[src/rtl/nesapu_vgm_pkg.sv]
// Shared opcode constants, wait lengths and FSM state encoding for the
// VGM command sequencer that feeds the nesapu register-write port.
package nesapu_vgm_pkg;

    localparam logic [7:0] OP_APU_WR          = 8'hB4;
    localparam logic [7:0] OP_WAIT_N          = 8'h61;
    localparam logic [7:0] OP_WAIT_735        = 8'h62;
    localparam logic [7:0] OP_WAIT_882        = 8'h63;
    localparam logic [7:0] OP_END             = 8'h66;
    localparam logic [7:0] OP_WAIT_SHORT      = 8'h70;
    localparam logic [7:0] OP_WAIT_SHORT_MASK = 8'hF0;

    localparam logic [15:0] WAIT_NTSC_FRAME = 16'd735;
    localparam logic [15:0] WAIT_PAL_FRAME  = 16'd882;

    typedef enum logic [2:0] {
        ST_FETCH,
        ST_ARG,
        ST_WRITE,
        ST_GAP,
        ST_WAIT,
        ST_DONE,
        ST_ERR
    } seq_state_t;

endpackage

[src/rtl/nesapu_sample_timer.sv]
// Sample-rate wait timer: an 8-bit clock divider feeding a 16-bit sample
// down-counter; expire fires in the final clock of the final sample.
module nesapu_sample_timer #(
    parameter int CLK_PER_SAMPLE = 41
) (
    input  logic        clk,
    input  logic        rst_n,
    input  logic        load,
    input  logic [15:0] n,
    output logic        expire
);

    localparam logic [7:0] DIV_RELOAD = 8'(CLK_PER_SAMPLE - 1);

    logic [7:0]  div_q, div_d;
    logic [15:0] cnt_q, cnt_d;

    assign expire = (cnt_q == 16'd1) && (div_q == 8'd0);

    always_comb begin
        div_d = div_q;
        cnt_d = cnt_q;
        if (load) begin
            div_d = DIV_RELOAD;
            cnt_d = n;
        end else if (cnt_q != 16'd0) begin
            if (div_q == 8'd0) begin
                div_d = DIV_RELOAD;
                cnt_d = cnt_q - 16'd1;
            end else begin
                div_d = div_q - 8'd1;
            end
        end
    end

    always_ff @(posedge clk or negedge rst_n) begin
        if (!rst_n) begin
            div_q <= 8'd0;
            cnt_q <= 16'd0;
        end else begin
            div_q <= div_d;
            cnt_q <= cnt_d;
        end
    end

endmodule

[src/rtl/nesapu_vgm_seq.sv]
// VGM command sequencer: decodes a valid/ready byte stream into nesapu
// register write strobes and sample-accurate waits.
module nesapu_vgm_seq
    import nesapu_vgm_pkg::*;
#(
    parameter int CLK_PER_SAMPLE = 41
) (
    input  logic       in_clk,
    input  logic       in_rst_n,
    input  logic [7:0] in_data,
    input  logic       in_valid,
    output logic       out_ready,
    input  logic       in_restart,
    output logic [4:0] out_reg,
    output logic [7:0] out_val,
    output logic       out_wr,
    output logic       out_busy,
    output logic       out_done,
    output logic       out_err
);

    seq_state_t  state_q, state_d;
    logic        arg_sel_q, arg_sel_d;
    logic        is_apu_q, is_apu_d;
    logic [7:0]  arg_lo_q, arg_lo_d;
    logic [4:0]  reg_q, reg_d;
    logic [7:0]  val_q, val_d;
    logic        wr_q, busy_q, done_q, err_q;
    logic        wr_d, busy_d, done_d, err_d;
    logic        accept;
    logic        tmr_load;
    logic [15:0] tmr_n;
    logic        tmr_expire;

    assign out_ready = (state_q == ST_FETCH) || (state_q == ST_ARG);
    assign accept    = in_valid && out_ready;

    nesapu_sample_timer #(
        .CLK_PER_SAMPLE(CLK_PER_SAMPLE)
    ) u_timer (
        .clk   (in_clk),
        .rst_n (in_rst_n),
        .load  (tmr_load),
        .n     (tmr_n),
        .expire(tmr_expire)
    );

    always_comb begin
        state_d   = state_q;
        arg_sel_d = arg_sel_q;
        is_apu_d  = is_apu_q;
        arg_lo_d  = arg_lo_q;
        reg_d     = reg_q;
        val_d     = val_q;
        tmr_load  = 1'b0;
        tmr_n     = 16'd0;
        unique case (state_q)
            ST_FETCH: if (accept) begin
                arg_sel_d = 1'b0;
                if (in_data == OP_APU_WR) begin
                    is_apu_d = 1'b1;
                    state_d  = ST_ARG;
                end else if (in_data == OP_WAIT_N) begin
                    is_apu_d = 1'b0;
                    state_d  = ST_ARG;
                end else if (in_data == OP_WAIT_735) begin
                    tmr_load = 1'b1;
                    tmr_n    = WAIT_NTSC_FRAME;
                    state_d  = ST_WAIT;
                end else if (in_data == OP_WAIT_882) begin
                    tmr_load = 1'b1;
                    tmr_n    = WAIT_PAL_FRAME;
                    state_d  = ST_WAIT;
                end else if ((in_data & OP_WAIT_SHORT_MASK) == OP_WAIT_SHORT) begin
                    tmr_load = 1'b1;
                    tmr_n    = 16'(in_data[3:0]) + 16'd1;
                    state_d  = ST_WAIT;
                end else if (in_data == OP_END) begin
                    state_d = ST_DONE;
                end else begin
                    state_d = ST_ERR;
                end
            end
            // First argument byte is parked; the second completes the command.
            ST_ARG: if (accept) begin
                if (!arg_sel_q) begin
                    arg_lo_d  = in_data;
                    arg_sel_d = 1'b1;
                end else if (is_apu_q) begin
                    if (arg_lo_q[7:5] == 3'd0) begin
                        reg_d   = arg_lo_q[4:0];
                        val_d   = in_data;
                        state_d = ST_WRITE;
                    end else begin
                        state_d = ST_FETCH;
                    end
                end else if ({in_data, arg_lo_q} == 16'd0) begin
                    state_d = ST_FETCH;
                end else begin
                    tmr_load = 1'b1;
                    tmr_n    = {in_data, arg_lo_q};
                    state_d  = ST_WAIT;
                end
            end
            ST_WRITE: state_d = ST_GAP;
            ST_GAP:   state_d = ST_FETCH;
            ST_WAIT:  if (tmr_expire) state_d = ST_FETCH;
            ST_DONE:  if (in_restart) state_d = ST_FETCH;
            ST_ERR:   if (in_restart) state_d = ST_FETCH;
            default:  state_d = ST_FETCH;
        endcase
        wr_d   = (state_d == ST_WRITE);
        busy_d = (state_d == ST_WAIT);
        done_d = (state_d == ST_DONE);
        err_d  = (state_d == ST_ERR);
    end

    always_ff @(posedge in_clk or negedge in_rst_n) begin
        if (!in_rst_n) begin
            state_q   <= ST_FETCH;
            arg_sel_q <= 1'b0;
            is_apu_q  <= 1'b0;
            arg_lo_q  <= 8'd0;
            reg_q     <= 5'd0;
            val_q     <= 8'd0;
            wr_q      <= 1'b0;
            busy_q    <= 1'b0;
            done_q    <= 1'b0;
            err_q     <= 1'b0;
        end else begin
            state_q   <= state_d;
            arg_sel_q <= arg_sel_d;
            is_apu_q  <= is_apu_d;
            arg_lo_q  <= arg_lo_d;
            reg_q     <= reg_d;
            val_q     <= val_d;
            wr_q      <= wr_d;
            busy_q    <= busy_d;
            done_q    <= done_d;
            err_q     <= err_d;
        end
    end

    assign out_reg  = reg_q;
    assign out_val  = val_q;
    assign out_wr   = wr_q;
    assign out_busy = busy_q;
    assign out_done = done_q;
    assign out_err  = err_q;

endmodule

[config.mk]
export PLATFORM = sky130hd
export DESIGN_NAME = nesapu_vgm_seq
export DESIGN_NICKNAME = d
export VERILOG_FILES = /design/src/rtl/nesapu_vgm_pkg.sv /design/src/rtl/nesapu_sample_timer.sv /design/src/rtl/nesapu_vgm_seq.sv
export SDC_FILE = /design/constraint.sdc
export NUM_CORES = 1
export LEC_CHECK = 0
export CAP_MARGIN = 20
export CORE_UTILIZATION = 30
export DETAILED_ROUTE_END_ITERATION = 7
export GPL_TIMING_DRIVEN = 0
export SYNTH_ARGS = -nofsm -noshare
export SYNTH_HDL_FRONTEND = slang
export SYNTH_SLANG_ARGS = --single-unit
[constraint.sdc]
create_clock -name in_clk -period 6.85 [get_ports in_clk]
set_input_delay 1.37 -clock in_clk [delete_from_list [all_inputs] [get_ports in_clk]]
set_output_delay 1.37 -clock in_clk [all_outputs]
set_load 0.1 [all_outputs]
==> out/qor.yml <==
gr-total-overflow: 0
antenna_found_initial: 0
cts_sinks: 54
first_pass_iters: 4
slew_headroom: 0.346
path_clk_slew_ns: 0.10
final.hold.worst_slack_ns: 0.508
cts_root_buffer: "clkbuf_8"
core_um2: 10400
hold_violations: 0
synth_cells: 321
die_w_um: 106
rows: 37
timing.final.ws_setup_ns: 3.21
start_util: 0.312
clk_latency_ns: 0.31
drc: 0
synthTopCellsByArea: "dfrtp_1 42%, mux2_2 6.6%, ha_1 3.1%"
drive_gt1_frac: 0.164
n_antenna_cell: 0
synth_top_area_cell: "dfrtp_1"
setup_viol_count_final: 0
postCtsSetupRepairBufs: 0
gp_congestion: 0.915
fmax_ghz: 0.274
dieArea_um2: 11200
synth-warning-count: 0
cts_tree: "yes"
synth_async_sr_flop_share: 1.00
drtIter0Drc: 175
ys_dominant_reg_cell: "dfrtp_1"
arrival_ns: 3.87
die_h_um: 106
cp-start-kind: "input pin"
ys_ff_latch: 54
synthToLayoutAreaGrowth_pct: 19.1
totalPowerFinal_mw: 1.32
synth_top_cell_area_share: 0.417
ys_seq_area_frac: 0.417
synth.avg_cell_area_um2: 10.1
wl_um: 8050
synth.most_common_cell: "dfrtp_1"
slew_viol_final: 0
ctsHoldBuffers: 0
port_buffers: 29
end_kind: "register"
cts_buffers: 5
worst_pin_slew_ns: 0.979
syn-num-nets: 341
outcome: "finished, final reports clean"
synth_cell_types: 70
htree_levels: 2
gr-usage-all-layers: 0.152
grt_pass1_vias: 2638
dp_hpwl_um: 5890
grt_max_degree: 31
synth_enable_flop_cells: 0
crit_type: "input pin to register"
p_leak_nw: 1.60
placedCellCount: 487
hp-class: "register to register"
ant_nets: 0
cts_resized: 0
regArea_um2: 1350
fin_cells: 495
fin_crit_sh: 0.532
vias: 2642
cp.required_ns: 7.08
viasPerCell: 5.34
cts_buffer_depth: 2
largest_reg_flops: 16
wl_per_cell_um: 16.3
setup_tns_ns: 0
irDropWorstVdd_mv: 0.119
layout.nets: 378
ios: 30
grt_first_pass_wirelength_um: 13600
skew_ns: 0.0125
period_minus_slack_ns: 3.64
synth_area_um2: 3240
crit_fanout: 10
synth_common_cells: "54 x dfrtp_1, 24 x nand2_1, 24 x nor2_1"
power_density_nw_per_um2: 343
dp_slack_ns: 2.90
fillers: 1043
multi_input_area_um2: 1760
rsz0062_at_grt: "no"
maxCapViolCount: 0
top_register: "u_timer.cnt_q"
==> kinds of logic after synthesis <==
group	Yosys count	share of synthesized area
flip-flops	54	0.417
AO/OA/AOI/OAI	54	0.124
AND/OR/NAND/NOR	145	0.278
adder cells (fa/ha/maj)	8	0.0309
buffers and inverters	25	0.0379
multiplexers	24	0.0816
XOR/XNOR	11	0.0298
==> worst max-delay path, cell delays in order <==
cell             delay, ns
clkdlybuf4s50_1       0.50
inv_1                 0.22
ha_1                  0.20
or4b_1                0.44
o41ai_1               0.32
buf_4                 0.26
nand2_1               0.15
buf_2                 0.23
o21ai_0               0.18
==> metrics by stage <==
stage,instance area (um2),util
2_1_floorplan,3240,-
3_5_place_dp,3710,0.358
6_report,3850,0.372
5_1_grt,3850,0.372
3_3_place_gp,3700,0.357
4_1_cts,3850,0.372
==> worst paths after layout <==
check	startpoint	end	depth (start not counted)	slack [ns]
min in group asynchronous	in_rst_n	u_timer.div_q[2]	1	1.05
min reg2reg	out_val[0]	out_val[0]	2	0.51
max	in_data[0]	u_timer.cnt_q[13]	9	3.21
max in group asynchronous	in_rst_n	u_timer.cnt_q[3]	2	5.22
min	out_val[0]	out_val[0]	2	0.51
max reg2reg	u_timer.div_q[0]	u_timer.cnt_q[2]	9	4.35
==> layout by cell type (no fill, tap or decap), types with 3 or more instances in the layout <==
master           instances
nor2_1                  24
a31oi_1                  3
nor3_1                  15
mux2i_1                  5
buf_6                    3
xor2_1                   4
o21ai_0                 11
and2_1                   4
clkbuf_8                 6
dfrtp_1                 54
a21oi_1                  7
or4b_2                   3
o211ai_1                 3
nand4_1                  8
or3_1                    3
nor4b_1                  3
clkdlybuf4s50_1         28
inv_1                    9
nor4_1                   9
nor2b_1                  4
nand2b_1                 4
buf_2                    3
mux2_2                  19
ha_1                     8
nand2_1                 24
nand3_2                  4
or4_4                    3
clkbuf_1                10
nand3_1                 11
xnor2_1                  7
==> metal layers <==
layer / vias to the layer above / track usage / routed length, um
met5: - / 0 / 0
met2: 66 / 0.244 / 3750
met4: 0 / 0.0238 / 45
met3: 7 / 0.0235 / 378
met1: 1301 / 0.218 / 3870
li1: 1268 / - / -
==> cell type report <==
cell class              instances  area share
clock buffers                   6      0.0214
inverters                       9     0.00876
well taps                     136      0.0441
plain buffers                  16      0.0230
flip-flops and latches         54       0.351
multi-input cells             242       0.457
repair buffers                 30      0.0792
clock inverters                 2      0.0156
==> report_power, final <==
part / switching, mW / total (mW) / internal (mW)
combinational: 0.313 / 0.529 / 0.215
sequential: 0.115 / 0.531 / 0.416
clock: 0.108 / 0.264 / 0.156
Note: power is estimated with default switching activity, not from simulation.
